==> config.mk <==
export PLATFORM = sky130hd
export DESIGN_NAME = demux_nto4n_buf
export DESIGN_NICKNAME = d
export VERILOG_FILES = /design/src/rtl/demux_pkg.sv /design/src/rtl/demux_lane_fifo.sv /design/src/rtl/demux_nto4n_buf.sv
export SDC_FILE = /design/constraint.sdc
export NUM_CORES = 1
export LEC_CHECK = 0
export CAP_MARGIN = 25
export CORE_AREA = 2 2 282 145
export DETAILED_ROUTE_END_ITERATION = 10
export DIE_AREA = 0 0 284 147
export GPL_TIMING_DRIVEN = 0
export HOLD_SLACK_MARGIN = 0.15
export PLACE_DENSITY_LB_ADDON = 0.3
export SLEW_MARGIN = 20
export SYNTH_ARGS = -nofsm -noshare
export SYNTH_HDL_FRONTEND = slang
export SYNTH_SLANG_ARGS = --single-unit
==> constraint.sdc <==
create_clock -name clk -period 6.1 [get_ports clk]
set_clock_uncertainty 0.05 [all_clocks]
set_input_delay 0.915 -clock clk [delete_from_list [all_inputs] [get_ports clk]]
set_output_delay 0.915 -clock clk [all_outputs]
set_load 0.005 [all_outputs]
==> src/rtl/demux_pkg.sv <==
// Shared types and constants for the buffered 1:4 demultiplexer.
// Lane count and the per-lane FIFO depth are fixed by the design.
package demux_pkg;

  localparam int LANES      = 4;
  localparam int LANE_DEPTH = 2;

  typedef logic [1:0] lane_sel_t;
  typedef logic [1:0] lane_cnt_t;

  localparam lane_cnt_t LANE_FULL = lane_cnt_t'(LANE_DEPTH);

endpackage

==> src/rtl/demux_lane_fifo.sv <==
// Two-entry lane FIFO with 1-bit wrapping pointers and an occupancy count.
// The head word is read straight from storage and is forced to zero while the lane is empty.
module demux_lane_fifo
  import demux_pkg::*;
#(
  parameter int N = 24
) (
  input  logic         clk,
  input  logic         rst,
  input  logic         push,
  input  logic [N-1:0] din,
  input  logic         pop,
  output logic [N-1:0] dout,
  output logic         valid,
  output lane_cnt_t    count
);

  logic [N-1:0] mem [LANE_DEPTH];
  logic         wr_ptr;
  logic         rd_ptr;
  logic         do_push;
  logic         do_pop;

  assign do_push = push && (count != LANE_FULL);
  assign do_pop  = pop && (count != '0);

  always_ff @(posedge clk) begin
    if (!rst) begin
      mem[0] <= '0;
      mem[1] <= '0;
      wr_ptr <= 1'b0;
      rd_ptr <= 1'b0;
      count  <= '0;
    end else begin
      if (do_push) begin
        mem[wr_ptr] <= din;
        wr_ptr      <= ~wr_ptr;
      end
      if (do_pop) begin
        rd_ptr <= ~rd_ptr;
      end
      // Push and pop together leave the occupancy unchanged.
      case ({do_push, do_pop})
        2'b10:   count <= count + 2'd1;
        2'b01:   count <= count - 2'd1;
        default: count <= count;
      endcase
    end
  end

  assign valid = (count != '0);
  assign dout  = valid ? mem[rd_ptr] : '0;

endmodule

==> src/rtl/demux_nto4n_buf.sv <==
// Registered 1:4 demultiplexer: routes I to the lane chosen by S, each lane buffered by its own FIFO.
// in_ready looks only at the selected lane's occupancy, never at the consumer's ready.
module demux_nto4n_buf
  import demux_pkg::*;
#(
  parameter int N     = 24,
  parameter int DEPTH = 2
) (
  input  logic               clk,
  input  logic               rst,
  input  logic               en,
  input  logic [N-1:0]       I,
  input  lane_sel_t          S,
  input  logic               in_valid,
  output logic               in_ready,
  output logic [N-1:0]       O0,
  output logic [N-1:0]       O1,
  output logic [N-1:0]       O2,
  output logic [N-1:0]       O3,
  output logic [LANES-1:0]   valid,
  input  logic [LANES-1:0]   ready,
  output logic [2*LANES-1:0] count
);

  lane_cnt_t        lane_cnt  [LANES];
  logic [N-1:0]     lane_dout [LANES];
  logic [LANES-1:0] push;

  assign in_ready = rst && en && (lane_cnt[S] != lane_cnt_t'(DEPTH));

  always_comb begin
    push    = '0;
    push[S] = in_valid && in_ready;
  end

  for (genvar k = 0; k < LANES; k++) begin : g_lane
    demux_lane_fifo #(.N(N)) u_fifo (
      .clk   (clk),
      .rst   (rst),
      .push  (push[k]),
      .din   (I),
      .pop   (ready[k]),
      .dout  (lane_dout[k]),
      .valid (valid[k]),
      .count (lane_cnt[k])
    );
    assign count[2*k +: 2] = lane_cnt[k];
  end

  assign O0 = lane_dout[0];
  assign O1 = lane_dout[1];
  assign O2 = lane_dout[2];
  assign O3 = lane_dout[3];

endmodule

==> flow_metrics.tcl <==
set metrics [dict create \
    nets 946 \
    gp_congestion 0.7461 \
    slew-limit-headroom_pct 45.01 \
    drt_pre_antenna_iters 4 \
    report.final.slew_viol_count 0 \
    power.switching_mw 0.7441 \
    vias 6031 \
    ys_ff_latch 212 \
    min_period_ns 4.020 \
    critPathRequiredTime_ns 5.13 \
    start_util_pct 24.51 \
    syn_nets 776 \
    grt_max_degree 25 \
    use_met2_pct 18.56 \
    arrival_ns 3.05 \
    p_int_mw 2.525 \
    cts_tree "done" \
    async_flop_share_pct 0 \
    clk_latency_ns 0.52 \
    final_hold_viol_count 0 \
    track_usage_pct 12.75 \
    cpPeakStageDelay_ns 0.83 \
    max_freq_mhz 248.8 \
    netlist_top_cells_count "and2_1 (204), edfxtp_1 (192), mux2i_1 (100), nor2_1 (100), dfxtp_1 (20)" \
    routed_via_density 4.117 \
    fp-row-count 52 \
    layoutNonFillerInstCount 1465 \
    p_sw_share_pct 22.76 \
    place_ws_ns 2.070 \
    critPathLaunchType "primary input" \
    overflow 0 \
    chipHeight_um 147 \
    rsz0062_at_grt "no" \
    synthDominantCellAreaShare_pct 59.47 \
    crit_path_end_kind "output pin" \
    power_leakage_nw 4.367 \
    drt_iter0_drc 353 \
    syn-cell-area_um2 9696 \
    grt_pass1_wl_um 39270 \
    syn_area_per_cell_um2 13.14 \
    ios 143 \
    clkTransAtPathRegs_ns 0.06 \
    detail_route.wl_per_cell_um 18.17 \
    synth_seq_area_share_pct 63.60 \
    numCtsBuffers 22 \
    dp_hpwl_um 19710 \
    grtUsageMet1_pct 19.47 \
    crit_chain "clkdlybuf4s50_1, buf_6, mux2_2, a21oi_1, clkdlybuf4s50_1" \
    synth_warnings 0 \
    fp.coreArea_um2 39560 \
    drc 0 \
    ir_worst_vdd_v 0.0001498 \
    synthFlopType "edfxtp_1" \
    dp.cells 1424 \
    synthCells 738 \
    power_density_nw_per_um2 258.4 \
    die_area_um2 41750 \
    nFillCells 3995 \
    hold_class "register to register" \
    slowest_stage "clkdlybuf4s50_1" \
    cts_root_buf "clkbuf_16" \
    cts_htree_levels 1 \
    fp.dieW_um 284 \
    finalSetupTns_ns 0 \
    postRouteWirelength_um 26610 \
    drtAntennaViolNets 0 \
    power_frac_comb_pct 8.5 \
    p_clk_share_pct 40.8 \
    yosysTopAreaCell "edfxtp_1" \
    crit_fanout 10 \
    antenna_found_initial 4 \
    port_buffers 142 \
    synth.area.top_cells "edfxtp_1 (59%), and2_1 (13%), mux2i_1 (10%)" \
    yosysMostFrequentCell "and2_1" \
    status "finished, final reports clean" \
    area_growth_pct 30.49 \
    ff2ff_setup_slack_ns 3.90 \
    clock-sinks 212 \
    gr-usage-met3_pct 2.780 \
    drive_above_1_share_pct 8.677 \
    hold_buffers 0 \
    criticalPathCategory "primary input to output pin" \
    postCtsSetupRepairBufs 0 \
    cts_buffer_depth 3 \
    synth-edff-count 192 \
    finalCritPeriodShare_pct 65.90 \
    busiest_layer "met1" \
    seqPwrFrac_pct 50.7 \
    setup_viol 0 \
    post_cts_resized 0 \
    grt_pass1_vias 6063 \
    crit_top_cell "clkdlybuf4s50_1" \
    worst_pin_slew_ns 0.8248 \
    cap_violations 0 \
    ys_types 30 \
    setup_slack_ns 2.080 \
]
## power groups by stage
| stage | Combinational [mW] | Sequential (mW) | Clock (mW) |
|---|---|---|---|
| 2_1_floorplan | 0.123 | 1.68 | 0 |
| 3_3_place_gp | 0.271 | 1.69 | 0 |
| 3_5_place_dp | 0.284 | 1.69 | 0 |
| 4_1_cts | 0.286 | 1.66 | 1.36 |
| 5_1_grt | 0.303 | 1.66 | 1.42 |
| 6_report | 0.278 | 1.66 | 1.33 |
## sequential cells by signal, indices dropped and copies added (netlist names), named ones only
name,flops
g_lane.u_fifo.wr_ptr,4
g_lane.u_fifo.count,8
g_lane.u_fifo.rd_ptr,4
g_lane.u_fifo.mem,192
## final timing paths
| check | from | to | cells past startpoint |
|---|---|---|---|
| worst max-delay path | S[1] | in_ready | 5 |
| worst min-delay path | g_lane[2].u_fifo.wr_ptr$_SDFFE_PN0N_ | g_lane[2].u_fifo.wr_ptr$_SDFFE_PN0N_ | 1 |
| worst max register to register | g_lane[0].u_fifo.count[0]$_SDFFE_PN0P_ | g_lane[0].u_fifo.mem[1][17]$_SDFFCE_PN0P_ | 3 |
| worst min register to register | g_lane[2].u_fifo.wr_ptr$_SDFFE_PN0N_ | g_lane[2].u_fifo.wr_ptr$_SDFFE_PN0N_ | 1 |
## area by class of cell
cell class | count | area (µm²) | area share, %
antenna | 3 | 7.507 | 0.05934
buffer | 44 | 245.2 | 1.938
clock buffer | 25 | 583.1 | 4.608
clock inverter | 13 | 116.4 | 0.9197
inverter | 8 | 30.03 | 0.2373
multi-input combinational | 474 | 3309 | 26.16
sequential | 212 | 6166 | 48.73
tap | 540 | 675.6 | 5.340
timing repair buffer | 146 | 1519 | 12.01
## stage by stage
| stage | cell area, µm² | power [mW] | util [%] | hold WS, ns |
|---|---|---|---|---|
| 2_1_floorplan | 9696 | 1.808 | - | 0.4012 |
| 3_3_place_gp | 11790 | 1.962 | 29.81 | 0.4115 |
| 3_5_place_dp | 11950 | 1.973 | 30.20 | 0.4805 |
| 4_1_cts | 12640 | 3.307 | 31.96 | 0.4951 |
| 5_1_grt | 12640 | 3.382 | 31.96 | 0.5233 |
| 6_report | 12650 | 3.270 | 31.98 | 0.4998 |
## kinds of logic after synthesis
kind of cell    count (synthesis)  share of synthesized area, %
flops                         212                         63.60
mux                           101                         10.44
fa+ha+maj                       4                        0.5162
compound gates                 18                         1.071
xor+xnor                       12                         1.084
simple gates                  339                         20.45
buf+inv                        52                         2.839
## cells in the final DEF, fill, tap and decap left out, types with 4 or more instances in the layout
cell	netlist	layout
clkdlybuf4s50_1	0	142
nand2_1	4	4
mux2i_1	100	100
dfxtp_1	20	20
clkbuf_16	0	23
xnor2_1	12	12
clkinv_1	0	5
ha_1	4	4
buf_4	10	10
buf_2	14	14
inv_1	8	8
edfxtp_1	192	192
nor2_1	100	100
nand2b_2	0	4
and2_1	204	204
a21boi_0	4	4
clkbuf_1	15	17
or3_1	6	6
o21ai_0	12	8
o21ai_4	0	4
## critical path, delay by kind of cell
| family | cells | cell delay [ns] |
|---|---|---|
| AOI/OAI and AO/OA | 1 | 0.18 |
| buffers and inverters | 3 | 1.58 |
| muxes | 1 | 0.37 |
## layer usage
metal  vias up  wire length (µm)
li1       2899                 -
met1      2963             13600
met2       138             11120
met3        29              1487
met4         2               393
met5         -                13
No activity file was read; power rests on OpenSTA's default activity.
